--- src/rtl/keccak_absorb_ctrl_if.sv ---
// Host, shift-register and permutation-core signals of the Keccak absorb sequencer.
// slave = sequencer side, master = host/core/testbench side.
interface keccak_absorb_ctrl_if #(
  parameter int IN_BUF_SIZE = 32,
  parameter int ROUND_W     = 5
);
  logic [IN_BUF_SIZE-1:0] in_data;
  logic                   in_valid;
  logic                   in_last;
  logic                   in_ready;
  logic [IN_BUF_SIZE-1:0] buf_input;
  logic                   buf_input_valid;
  logic                   perm_absorb;
  logic                   perm_round_en;
  logic [ROUND_W-1:0]     round_num;
  logic                   state_clear;
  logic                   out_valid;
  logic                   out_ready;
  logic                   busy;

  modport slave (
    input  in_data, in_valid, in_last, out_ready,
    output in_ready, buf_input, buf_input_valid, perm_absorb, perm_round_en,
           round_num, state_clear, out_valid, busy
  );

  modport master (
    output in_data, in_valid, in_last, out_ready,
    input  in_ready, buf_input, buf_input_valid, perm_absorb, perm_round_en,
           round_num, state_clear, out_valid, busy
  );
endinterface

--- src/rtl/keccak_absorb_ctrl.sv ---
// Packs host words into rate blocks, appends pad10*1, then sequences one XOR plus NUM_ROUNDS rounds per block.
// Pad/XOR/rounds follow the block's last word back-to-back; host is stalled outside ABSORB, digest held until out_ready.
module keccak_absorb_ctrl #(
  parameter int IN_BUF_SIZE = 32,
  parameter int RATE_WORDS  = 34,
  parameter int NUM_ROUNDS  = 24,
  parameter int ROUND_W     = 5
) (
  input logic           clock,
  input logic           reset,
  keccak_absorb_ctrl_if.slave bus
);

  localparam int WCNT_W = (RATE_WORDS > 1) ? $clog2(RATE_WORDS) : 1;
  localparam logic [WCNT_W-1:0]      WLAST     = WCNT_W'(RATE_WORDS - 1);
  localparam logic [ROUND_W-1:0]     RLAST     = ROUND_W'(NUM_ROUNDS - 1);
  localparam logic [IN_BUF_SIZE-1:0] PAD_FIRST = IN_BUF_SIZE'(1);
  localparam logic [IN_BUF_SIZE-1:0] PAD_LAST  = {1'b1, {(IN_BUF_SIZE-1){1'b0}}};

  typedef enum logic [2:0] {S_ABSORB, S_PAD, S_XOR, S_ROUND, S_SQUEEZE} state_e;

  state_e             state_q;
  logic [WCNT_W-1:0]  wcnt_q;
  logic [ROUND_W-1:0] rcnt_q;
  logic               last_flag_q;
  logic               pad_pending_q;
  logic               pad_first_q;
  logic [IN_BUF_SIZE-1:0] pad_word;

  always_ff @(posedge clock) begin
    if (!reset) begin
      state_q       <= S_ABSORB;
      wcnt_q        <= '0;
      rcnt_q        <= '0;
      last_flag_q   <= 1'b0;
      pad_pending_q <= 1'b0;
      pad_first_q   <= 1'b0;
    end else begin
      case (state_q)
        S_ABSORB: begin
          if (bus.in_valid) begin
            if (wcnt_q == WLAST) begin
              wcnt_q  <= '0;
              state_q <= S_XOR;
              // Message ends exactly on a block boundary: a whole pad block follows this permutation.
              if (bus.in_last) begin
                pad_pending_q <= 1'b1;
                last_flag_q   <= 1'b0;
              end
            end else begin
              wcnt_q <= wcnt_q + WCNT_W'(1);
              if (bus.in_last) begin
                state_q     <= S_PAD;
                last_flag_q <= 1'b1;
                pad_first_q <= 1'b1;
              end
            end
          end
        end
        S_PAD: begin
          pad_first_q <= 1'b0;
          if (wcnt_q == WLAST) begin
            wcnt_q  <= '0;
            state_q <= S_XOR;
          end else begin
            wcnt_q <= wcnt_q + WCNT_W'(1);
          end
        end
        S_XOR: begin
          rcnt_q  <= '0;
          state_q <= S_ROUND;
        end
        S_ROUND: begin
          if (rcnt_q == RLAST) begin
            rcnt_q <= '0;
            if (last_flag_q) begin
              state_q <= S_SQUEEZE;
            end else if (pad_pending_q) begin
              state_q       <= S_PAD;
              last_flag_q   <= 1'b1;
              pad_pending_q <= 1'b0;
              pad_first_q   <= 1'b1;
            end else begin
              state_q <= S_ABSORB;
            end
          end else begin
            rcnt_q <= rcnt_q + ROUND_W'(1);
          end
        end
        S_SQUEEZE: begin
          if (bus.out_ready) begin
            last_flag_q <= 1'b0;
            state_q     <= S_ABSORB;
          end
        end
        default: state_q <= S_ABSORB;
      endcase
    end
  end

  assign pad_word = (pad_first_q ? PAD_FIRST : '0) | ((wcnt_q == WLAST) ? PAD_LAST : '0);

  logic                   in_ready;
  logic                   bvld;
  logic [IN_BUF_SIZE-1:0] bdat;
  logic                   absorb;
  logic                   round_en;
  logic [ROUND_W-1:0]     round_num;
  logic                   out_valid;
  logic                   clear;
  logic                   busy;

  // Everything is forced low while reset is asserted, including the host handshake.
  always_comb begin
    in_ready  = 1'b0;
    bvld      = 1'b0;
    bdat      = '0;
    absorb    = 1'b0;
    round_en  = 1'b0;
    round_num = '0;
    out_valid = 1'b0;
    clear     = 1'b0;
    busy      = 1'b0;
    if (reset) begin
      busy = !((state_q == S_ABSORB) && (wcnt_q == '0));
      case (state_q)
        S_ABSORB: begin
          in_ready = 1'b1;
          if (bus.in_valid) begin
            bvld = 1'b1;
            bdat = bus.in_data;
          end
        end
        S_PAD: begin
          bvld = 1'b1;
          bdat = pad_word;
        end
        S_XOR:   absorb = 1'b1;
        S_ROUND: begin
          round_en  = 1'b1;
          round_num = rcnt_q;
        end
        S_SQUEEZE: begin
          out_valid = 1'b1;
          clear     = bus.out_ready;
        end
        default: ;
      endcase
    end
  end

  assign bus.in_ready        = in_ready;
  assign bus.buf_input_valid = bvld;
  assign bus.buf_input       = bdat;
  assign bus.perm_absorb     = absorb;
  assign bus.perm_round_en   = round_en;
  assign bus.round_num       = round_num;
  assign bus.out_valid       = out_valid;
  assign bus.state_clear     = clear;
  assign bus.busy            = busy;

endmodule

--- src/flat_wrapper.sv ---
// flat-port wrapper written by rule: the top's interface ports become plain ports
module keccak_absorb_ctrl_flat 
#(
  parameter int IN_BUF_SIZE = 32,
  parameter int RATE_WORDS  = 34,
  parameter int NUM_ROUNDS  = 24,
  parameter int ROUND_W     = 5
)
  (clock, reset, bus_in_data, bus_in_valid, bus_in_last, bus_out_ready, bus_in_ready, bus_buf_input, bus_buf_input_valid, bus_perm_absorb, bus_perm_round_en, bus_round_num, bus_state_clear, bus_out_valid, bus_busy);
  keccak_absorb_ctrl_if #(.IN_BUF_SIZE(IN_BUF_SIZE), .ROUND_W(ROUND_W)) bus_i ();
  input logic clock;
  input logic reset;
  input wire logic [$bits(bus_i.in_data)-1:0] bus_in_data;
  input wire logic [$bits(bus_i.in_valid)-1:0] bus_in_valid;
  input wire logic [$bits(bus_i.in_last)-1:0] bus_in_last;
  input wire logic [$bits(bus_i.out_ready)-1:0] bus_out_ready;
  output wire logic [$bits(bus_i.in_ready)-1:0] bus_in_ready;
  output wire logic [$bits(bus_i.buf_input)-1:0] bus_buf_input;
  output wire logic [$bits(bus_i.buf_input_valid)-1:0] bus_buf_input_valid;
  output wire logic [$bits(bus_i.perm_absorb)-1:0] bus_perm_absorb;
  output wire logic [$bits(bus_i.perm_round_en)-1:0] bus_perm_round_en;
  output wire logic [$bits(bus_i.round_num)-1:0] bus_round_num;
  output wire logic [$bits(bus_i.state_clear)-1:0] bus_state_clear;
  output wire logic [$bits(bus_i.out_valid)-1:0] bus_out_valid;
  output wire logic [$bits(bus_i.busy)-1:0] bus_busy;
  assign bus_i.in_data = bus_in_data;
  assign bus_i.in_valid = bus_in_valid;
  assign bus_i.in_last = bus_in_last;
  assign bus_i.out_ready = bus_out_ready;
  assign bus_in_ready = bus_i.in_ready;
  assign bus_buf_input = bus_i.buf_input;
  assign bus_buf_input_valid = bus_i.buf_input_valid;
  assign bus_perm_absorb = bus_i.perm_absorb;
  assign bus_perm_round_en = bus_i.perm_round_en;
  assign bus_round_num = bus_i.round_num;
  assign bus_state_clear = bus_i.state_clear;
  assign bus_out_valid = bus_i.out_valid;
  assign bus_busy = bus_i.busy;
  keccak_absorb_ctrl #(.IN_BUF_SIZE(IN_BUF_SIZE), .RATE_WORDS(RATE_WORDS), .NUM_ROUNDS(NUM_ROUNDS), .ROUND_W(ROUND_W)) u_core (.clock(clock), .reset(reset), .bus(bus_i));
endmodule
--- config.mk ---
export PLATFORM = sky130hd
export DESIGN_NAME = keccak_absorb_ctrl_flat
export DESIGN_NICKNAME = d
export VERILOG_FILES = /design/src/rtl/keccak_absorb_ctrl_if.sv /design/src/rtl/keccak_absorb_ctrl.sv /design/src/flat_wrapper.sv
export SDC_FILE = /design/constraint.sdc
export NUM_CORES = 1
export LEC_CHECK = 0
export ABC_CLOCK_PERIOD_IN_PS = 1700
export CORE_UTILIZATION = 38
export DETAILED_ROUTE_END_ITERATION = 12
export GPL_TIMING_DRIVEN = 0
export PLACE_DENSITY = 0.81
export SLEW_MARGIN = 20
export SYNTH_ARGS = -nofsm -noshare
export SYNTH_HDL_FRONTEND = slang
export SYNTH_SLANG_ARGS = --single-unit
export TNS_END_PERCENT = 100
--- constraint.sdc ---
create_clock -name clock -period 1.7 [get_ports clock]
set_input_delay 0.255 -clock clock [delete_from_list [all_inputs] [get_ports clock]]
set_output_delay 0.255 -clock clock [all_outputs]
set_load 0.01 [all_outputs]
* Yosys cells after proc, flatten, opt, wreduce, memory -nomap -nowiden *
Index checks and enable logic that the tools add are counted.

cells by class
  add/subtract/negate cells = 2
  $mul = 0
  divide/modulo/power cells = 0
  magnitude comparators = 0
  equality and inequality tests = 16
  shift operators = 0
  mux-type cells = 55
  bitwise logic cells = 1
  reductions and logical operators = 14

operators by type and width
  kind                                           count
  2-to-1 mux 32 bit                              3
  case mux 32 bit (2 select lines)               1
  2-to-1 mux 1 bit                               32
  OR 32 bit                                      1
  2-to-1 mux 3 bit                               7
  2-to-1 mux 5 bit                               3
  case mux 3 bit (5 select lines)                1
  2-to-1 mux 6 bit                               2
  case mux 6 bit (2 select lines)                1
  != test 2 bit, second input constant           5
  case mux 5 bit (2 select lines)                1
  AND reduction 5 bit                            2
  != test 2 x 1 -> 1 bit, second input constant  4
  AND reduction 7 bit                            1
  adder 6 x 1 -> 6 bit, second input constant    1
  == test 3 x 2 -> 1 bit, second input constant  2
  == test 6 bit, second input constant           1
  zero test 6 bit                                1
  case mux 1 bit (3 select lines)                2
  AND reduction 6 bit                            1
  nonzero test 2 bit                             3
  nonzero test 3 bit                             2
  adder 5 x 1 -> 5 bit, second input constant    1
  == test 5 bit, second input constant           1
  other kinds (8)                                9

storage, ports and cells
  register bits = 17
  bits in latches = 0
  bits in writable memories = 0
  ROM bits = 0
  input bits = 37
  output and inout bits = 44
  word-level logic and storage cells = 94
  memories = 0

* Logic depth before layout (Yosys ltp) *
Gate-level depths: netlist of the first run.

  word-level depth = 5
  gate-level depth with buffers = 6
  depth with buffers taken out = 6

* Worst setup path before layout of the first run *
No wires, ideal clock.

  path kind = reg-to-output
  start point = register u_core.state_q[2]
  end point = output bus_round_num[0]
  data arrival time = 1.197 ns
  required time = 1.445 ns
  path slack = 0.248 ns
  cell stages (with the launch flop) = 6
  buffers on the path = 2
  path through = dfxtp_1 buf_6 nor2b_1 and3_1 clkbuf_1 and2_1

on the way
  cells in the longest elaborated chain, start to end = 3

RTL lines
  element                 line                       text
  start, declared         keccak_absorb_ctrl.sv:22   state_e state_q;
  start signal, assigned  keccak_absorb_ctrl.sv:32   state_q <= S_ABSORB;
  start signal, assigned  keccak_absorb_ctrl.sv:44   state_q <= S_XOR;
  start signal, assigned  keccak_absorb_ctrl.sv:53   state_q <= S_PAD;
  == test 3 x 2 -> 1 bit  keccak_absorb_ctrl.sv:126  case (state_q)
  2-to-1 mux 5 bit        keccak_absorb_ctrl.sv:126
  2-to-1 mux 5 bit        keccak_absorb_ctrl.sv:124  if (reset) begin
  end, declared           flat_wrapper.sv:22         output wire logic [$bits(bus_i.round_num)-1:0] bus_round_num;

No other way between the ends.

* Final worst setup path of the first run *
  start point = register u_core.state_q[2]
  end point = output bus_buf_input[22]

on the way
  cells in the longest elaborated chain, start to end = 3
  elaborated cells between the ends (all ways) = 4
  classes of those cells = eq/ne (1); mux (2); reduce/logical (1)

RTL lines
  element                                                           line                       text
  == test 3 x 1 -> 1 bit / zero test 3 bit (equally long branches)  keccak_absorb_ctrl.sv:126
  case mux 32 bit (2 select lines) *                                keccak_absorb_ctrl.sv:126
  2-to-1 mux 32 bit *                                               keccak_absorb_ctrl.sv:124
  end, declared                                                     flat_wrapper.sv:18         output wire logic [$bits(bus_i.buf_input)-1:0] bus_buf_input;

Mark *: on every way between the ends. The rest lies on a longest branch, timed or not.

==> flow_metrics.env, run 1 <==
export IMPL_rr_worst_depth=6
export IMPL_wl_per_cell_um=16.0
export IMPL_worstMarginPinSlew_ps=459
export IMPL_clk_pin_slew_ps=100
export IMPL_drive_above_1_share=0.435
export IMPL_synth_top_family_by_area="simple AND/OR/NAND/NOR gates"
export IMPL_die_height_um=62.1
export IMPL_regToRegEndpoint="u_core.state_q[2]"
export IMPL_core_area_mm2=0.00339
export IMPL_die_x_um=62.1
export IMPL_worst_slack_ps=-187
export IMPL_cp_start_kind="flop"
export IMPL_total_power_uw=1120
export IMPL_violations="negative setup slack"
export IMPL_post_route_util=0.728
export IMPL_synth_area_mux_share=0.0292
export IMPL_synthSimpleGateAreaFrac=0.444
export IMPL_power_density_mw_per_mm2=452
export IMPL_required_ps=1440
export IMPL_numClockSinks=17
export IMPL_dr_first_iter_drc_count=107
export IMPL_power_leakage_uw=0.00109
export IMPL_fin_skew_ps=0.488
export IMPL_maxSlewHeadroom=0.694
export IMPL_synth_compound_gate_area_share=0.158
export IMPL_cts_htree_levels=1
export IMPL_r2r_start="u_core.state_q[2]"
export IMPL_portBuffers=79
export IMPL_num_io_pins=81
export IMPL_syn_num_nets=220
export IMPL_final_nets=320
export IMPL_cts_max_path_buffers=2
export IMPL_final_common_cell="clkdlybuf4s50_1"
export IMPL_final_antenna_net_count=0
export IMPL_syn_avg_cell_area_um2=7.67
export IMPL_via_per_inst=5.08
export IMPL_clock_latency_ps=300
export IMPL_synthCells=179
export IMPL_status="finished with violations"
export IMPL_grt_start_max_net_pins=11
export IMPL_clock_fmax_mhz=530
export IMPL_grt_usage=0.242
export IMPL_grt_first_pass_wirelength_um=7450
export IMPL_hold_violations=0
export IMPL_fillers=250
export IMPL_seq_area_frac_synth=0.248
export IMPL_netlist_area_mm2=0.00137
export IMPL_min_period_ps=1890
export IMPL_irDropWorstVdd_uv=472
export IMPL_hold_end="u_core.rcnt_q[1]"
export IMPL_synth_xor_area_share=0.0319
export IMPL_root_buffer="clkbuf_4"
export IMPL_grt_setup_unrepaired="yes"
export IMPL_first_global_vias=1487
export IMPL_end_kind="primary output"
export IMPL_yosysUniqueCellTypes=42
export IMPL_grt_overflow_total=0
export IMPL_antenna_found_initial=0
export IMPL_path_class="reg2out"
export IMPL_dpl_hpwl_um=3340
export IMPL_synth_main_ff_cell="dfxtp_1"
export IMPL_holdBufCountCts=0
export IMPL_num_vias=1646
export IMPL_hp_class="in2reg"
export IMPL_async_flop_share=0
export IMPL_finalCritPeriodShare=1.11
export IMPL_ys_ff_latch=17
export IMPL_drt_pass1_iter_count=4
export IMPL_r2r_slack_ps=40
export IMPL_min_path_cells=2
export IMPL_drcViolationCount=0
export IMPL_hp_start="reset"
export IMPL_drv_cap=0
export IMPL_report_final_slew_viol_count=0
export IMPL_worstPathArrival_ps=1630
export IMPL_start_util=0.405
export IMPL_synth_warnings=0
export IMPL_n_antenna_cell=0
export IMPL_setup_viol=41
export IMPL_cts_tree="done"
export IMPL_final_cell_mix="clkdlybuf4s50_1, buf_2, and2_1"
export IMPL_synth_edf_count=0
export IMPL_cts_buffers=3
export IMPL_die_area_mm2=0.00386
export IMPL_synth_fa_ha_area_frac=0.0365
export IMPL_areaGrowthSynthToFinish_pct=79.9
export IMPL_routed_wl_um=5170
export IMPL_worstPathMaxFanout=5
export IMPL_rows=21
export IMPL_gp_congestion=0.894
==> registers in the layout, summed over array words and instances, names as in the netlist <==
register              flops
u_core.rcnt_q             5
u_core.state_q            3
u_core.wcnt_q             6
u_core.pad_pending_q      1
u_core.last_flag_q        1
u_core.pad_first_q        1
==> cell usage after synthesis, drive strengths merged, types with 2 or more instances <==
| library cell | number | share of area |
|---|---|---|
| and3 | 2 | 0.0091 |
| dfxtp | 17 | 0.25 |
| and2 | 38 | 0.17 |
| nand3 | 5 | 0.018 |
| o31ai | 3 | 0.016 |
| nor2b | 6 | 0.027 |
| nand4b | 2 | 0.013 |
| xnor2 | 4 | 0.026 |
| or3 | 2 | 0.013 |
| a21oi | 5 | 0.018 |
| o21a | 2 | 0.011 |
| or2 | 2 | 0.013 |
| clkbuf | 7 | 0.019 |
| ha | 4 | 0.036 |
| a22oi | 3 | 0.016 |
| nor2 | 17 | 0.052 |
| nor3b | 3 | 0.016 |
| nand2 | 13 | 0.036 |
| mux2i | 4 | 0.029 |
| nand3b | 2 | 0.011 |
| inv | 4 | 0.011 |
| buf | 5 | 0.023 |
| nor4 | 2 | 0.018 |
| o21ai | 6 | 0.033 |
| a21boi | 3 | 0.016 |
| a31oi | 2 | 0.0091 |
| nand2b | 2 | 0.0091 |
| nor3 | 6 | 0.022 |
==> cell families (layout without fill, tap and decap cells) <==
| logic type | after synthesis | in the layout |
|---|---|---|
| mux | 4 | 4 |
| fa+ha+maj | 4 | 4 |
| xor+xnor | 5 | 5 |
| buf+inv | 16 | 115 |
| compound gates | 29 | 29 |
| flops | 17 | 17 |
| simple gates | 104 | 104 |
==> power breakdown <==
part	switching (uW)	internal, uW	total, uW
combinational	196	255	450
sequential	21.4	416	438
clock	139	87.9	227
total	356	759	1120
==> metrics by stage <==
| stage | setup slack [ps] | hold slack, ps | area [um2] | TNS, ps | cells |
|---|---|---|---|---|---|
| global placement | -699 | 452 | 2220 | -23840 | 304 |
| global route | -245 | 399 | 2470 | -8190 | 324 |
| detailed placement | -681 | 466 | 2220 | -23370 | 304 |
| CTS | -176 | 372 | 2260 | -1990 | 318 |
| floorplan | 248 | 423 | 1370 | 0 | 179 |
| finish | -187 | 398 | 2470 | -5690 | 324 |
==> what timing repair did <==
action	in CTS	in global routing
pin swaps	9	14
setup endpoints to repair	44	43
setup buffers	12	8
resized for setup	202	50
==> routing by layer <==
layer  global-route usage  vias up  part of all wire
li1                     -      808                 -
met1                0.322      772              0.42
met3               0.0460        8             0.054
met5                    0        -                 0
met2                0.409       58              0.51
met4               0.0407        0             0.015
==> layout make-up <==
class | instances | area (um2) | share of cell area
tap | 46 | 57.6 | 0.0233
inverter | 4 | 15.0 | 0.00608
sequential | 17 | 355 | 0.144
clock inverter | 1 | 5.00 | 0.00203
clock buffer | 3 | 22.5 | 0.00912
timing repair buffer | 98 | 828 | 0.336
buffer | 9 | 87.6 | 0.0355
multi-input combinational | 146 | 1100 | 0.444
==> how the worst max path moves through the flow <==
stage	startpoint	to	slack, ps	cells after the start
after floorplan	u_core.state_q[2]	bus_round_num[0]	250	5
after global placement	bus_in_valid	bus_buf_input[30]	-700	5
after detailed placement	bus_in_valid	bus_buf_input[27]	-680	5
after CTS	u_core.state_q[2]	bus_buf_input[19]	-180	6
after global routing	u_core.state_q[2]	bus_buf_input[22]	-250	7
final	u_core.state_q[2]	bus_buf_input[22]	-190	7
==> worst max-delay path, cell delays in order (launching register included) <==
cell     delay [ps]
dfxtp_2         340
buf_8           130
nor3_4          180
and3_4          230
buf_8           120
buf_12          100
and2_4          130
buf_6            90
No activity file was read; power rests on OpenSTA's default activity.
==> inputs of run 2 (changes only) <==
- PLACE_DENSITY: 0.81 -> 0.86
==> run 2 against run 1 <==
Effect of this change: the run still ends with negative setup slack left; via count is 5.0% higher; combinational power is 16% higher; clock power increased by 4%; global-route usage rose by 1.4 points; worst setup slack lost 57 ps; first-iteration DRC count is 95% higher; non-clock buffer count increased by 1; wire length rose by 14%; critical path depth is 1 lower; clock-buffer cell count stayed put; worst hold slack worse by 18 ps; largest power group unchanged.
==> flow_metrics.env, run 2 (synthesis results as in run 1) <==
export IMPL_fin_skew_ps=2.15
export IMPL_end_kind="primary output"
export IMPL_portBuffers=79
export IMPL_worstMarginPinSlew_ps=517
export IMPL_path_class="reg2out"
export IMPL_numClockSinks=17
export IMPL_min_period_ps=1940
export IMPL_drive_above_1_share=0.484
export IMPL_p_sw_uw=389
export IMPL_hold_violations=0
export IMPL_report_final_slew_viol_count=0
export IMPL_n_antenna_cell=0
export IMPL_core_area_mm2=0.00339
export IMPL_dr_first_iter_drc_count=209
export IMPL_cts_max_path_buffers=2
export IMPL_reg_top3="u_core.wcnt_q (6), u_core.rcnt_q (5), u_core.state_q (3)"
export IMPL_drcViolationCount=0
export IMPL_status="finished with violations"
export IMPL_power_leakage_uw=0.00115
export IMPL_holdBufCountCts=0
export IMPL_final_common_cell="buf_6"
export IMPL_largest_reg_flops=6
export IMPL_irDropWorstVdd_uv=426
export IMPL_p_sw_frac=0.326
export IMPL_seq_power_share=0.367
export IMPL_start_util=0.405
export IMPL_dpl_hpwl_um=3530
export IMPL_clk_pin_slew_ps=110
export IMPL_hp_class="in2reg"
export IMPL_worstPathMaxFanout=6
export IMPL_final_cell_mix="buf_6, clkdlybuf4s50_1, and2_4"
export IMPL_via_per_inst=5.32
export IMPL_first_global_vias=1552
export IMPL_die_x_um=62.1
export IMPL_fillers=206
export IMPL_die_area_mm2=0.00386
export IMPL_cts_tree="done"
export IMPL_rows=21
export IMPL_drv_cap=0
export IMPL_clock_fmax_mhz=514
export IMPL_gp_congestion=0.881
export IMPL_top_register="u_core.wcnt_q"
export IMPL_maxSlewHeadroom=0.654
export IMPL_cp_start_kind="flop"
export IMPL_required_ps=1440
export IMPL_num_vias=1728
export IMPL_routed_wl_um=5880
export IMPL_grt_overflow_total=0
export IMPL_pwr_share_clk=0.197
export IMPL_num_io_pins=81
export IMPL_final_antenna_net_count=0
export IMPL_dp_cells=304
export IMPL_clock_latency_ps=310
export IMPL_whs_ps=380
export IMPL_grt_start_max_net_pins=11
export IMPL_worstPathArrival_ps=1690
export IMPL_cts_htree_levels=1
export IMPL_combPwrFrac=0.436
export IMPL_grt_usage=0.256
export IMPL_grt_setup_unrepaired="yes"
export IMPL_die_height_um=62.1
export IMPL_antenna_found_initial=0
export IMPL_internal_power_uw=803
export IMPL_violations="negative setup slack"
export IMPL_worst_slack_ps=-245
export IMPL_dp_slack_ps=-671
export IMPL_setup_viol=45
export IMPL_drt_pass1_iter_count=4
export IMPL_power_density_mw_per_mm2=451
export IMPL_grt_first_pass_wirelength_um=7850
export IMPL_wl_per_cell_um=18.1
export IMPL_root_buffer="clkbuf_4"
export IMPL_cts_buffers=3
export IMPL_areaGrowthSynthToFinish_pct=92.4
export IMPL_final_nets=321
export IMPL_layoutNonFillerInstCount=325
export IMPL_finalCritPeriodShare=1.14
run 2: cell types whose count changed in the layout (fill, tap and decap cells not counted), moves of 2 or more:
cell	change
a22oi_1	+2
buf_6	+20
a22oi_2	-2
and2_4	+15
buf_2	-18
buf_4	+2
and2_1	-15
run 2: per-stage QoR:
stage	total power [uW]	setup TNS (ps)	instance area, um2	util
5_1_grt	1240	-10320	2640	0.779
6_report	1190	-7730	2640	0.779
4_1_cts	1070	-6100	2390	0.705
2_1_floorplan	615	0	1370	-
3_5_place_dp	830	-22930	2220	0.655
3_3_place_gp	821	-22770	2220	0.655
run 2: repair_timing:
action | 4_1_cts | 5_1_grt
pin swaps | 6 | 34
cloned | 0 | 3
gates resized for setup | 169 | 118
endpoints found under the setup margin | 44 | 42
hold endpoints to repair | 0 | 0
setup buffers | 9 | 7
run 2: metal layers:
layer,routed length (um),global-route usage
met4,110,0.0756
met5,0,0
met3,287,0.0423
met2,3110,0.437
met1,2380,0.328
run 2: area by class of cell:
class | instances | area (um2) | area share
multi-input cells | 146 | 1150 | 0.435
well taps | 46 | 57.6 | 0.0218
clock buffers | 3 | 22.5 | 0.00853
inverters | 4 | 15.0 | 0.00568
flip-flops and latches | 17 | 354 | 0.134
plain buffers | 10 | 88.8 | 0.0336
clock inverters | 1 | 5.00 | 0.00189
repair buffers | 98 | 950 | 0.360
run 2: worst paths after layout:
check	end	cells past startpoint	startpoint	slack (ps)
worst min register to register	u_core.pad_first_q	2	u_core.pad_first_q	510
worst max-delay path	bus_buf_input[17]	6	u_core.state_q[2]	-240
worst min-delay path	u_core.rcnt_q[1]	2	reset	380
worst max register to register	u_core.wcnt_q[2]	8	u_core.state_q[2]	-80
run 2: power groups by stage:
| stage | Combinational (uW) | Sequential, uW | Clock (uW) |
|---|---|---|---|
| 6_report | 520 | 437 | 235 |
| 5_1_grt | 549 | 440 | 252 |
| 4_1_cts | 400 | 435 | 237 |
| 3_5_place_dp | 385 | 445 | 0 |
| 3_3_place_gp | 378 | 444 | 0 |
| 2_1_floorplan | 175 | 440 | 0 |
run 2: worst max-delay path, stage by stage (launching register included):
cell and delay, ps:
dfxtp_2 340, buf_6 130, nor3_4 200, and3_4 300, clkbuf_16 170, and2_4 140
buf_6 100
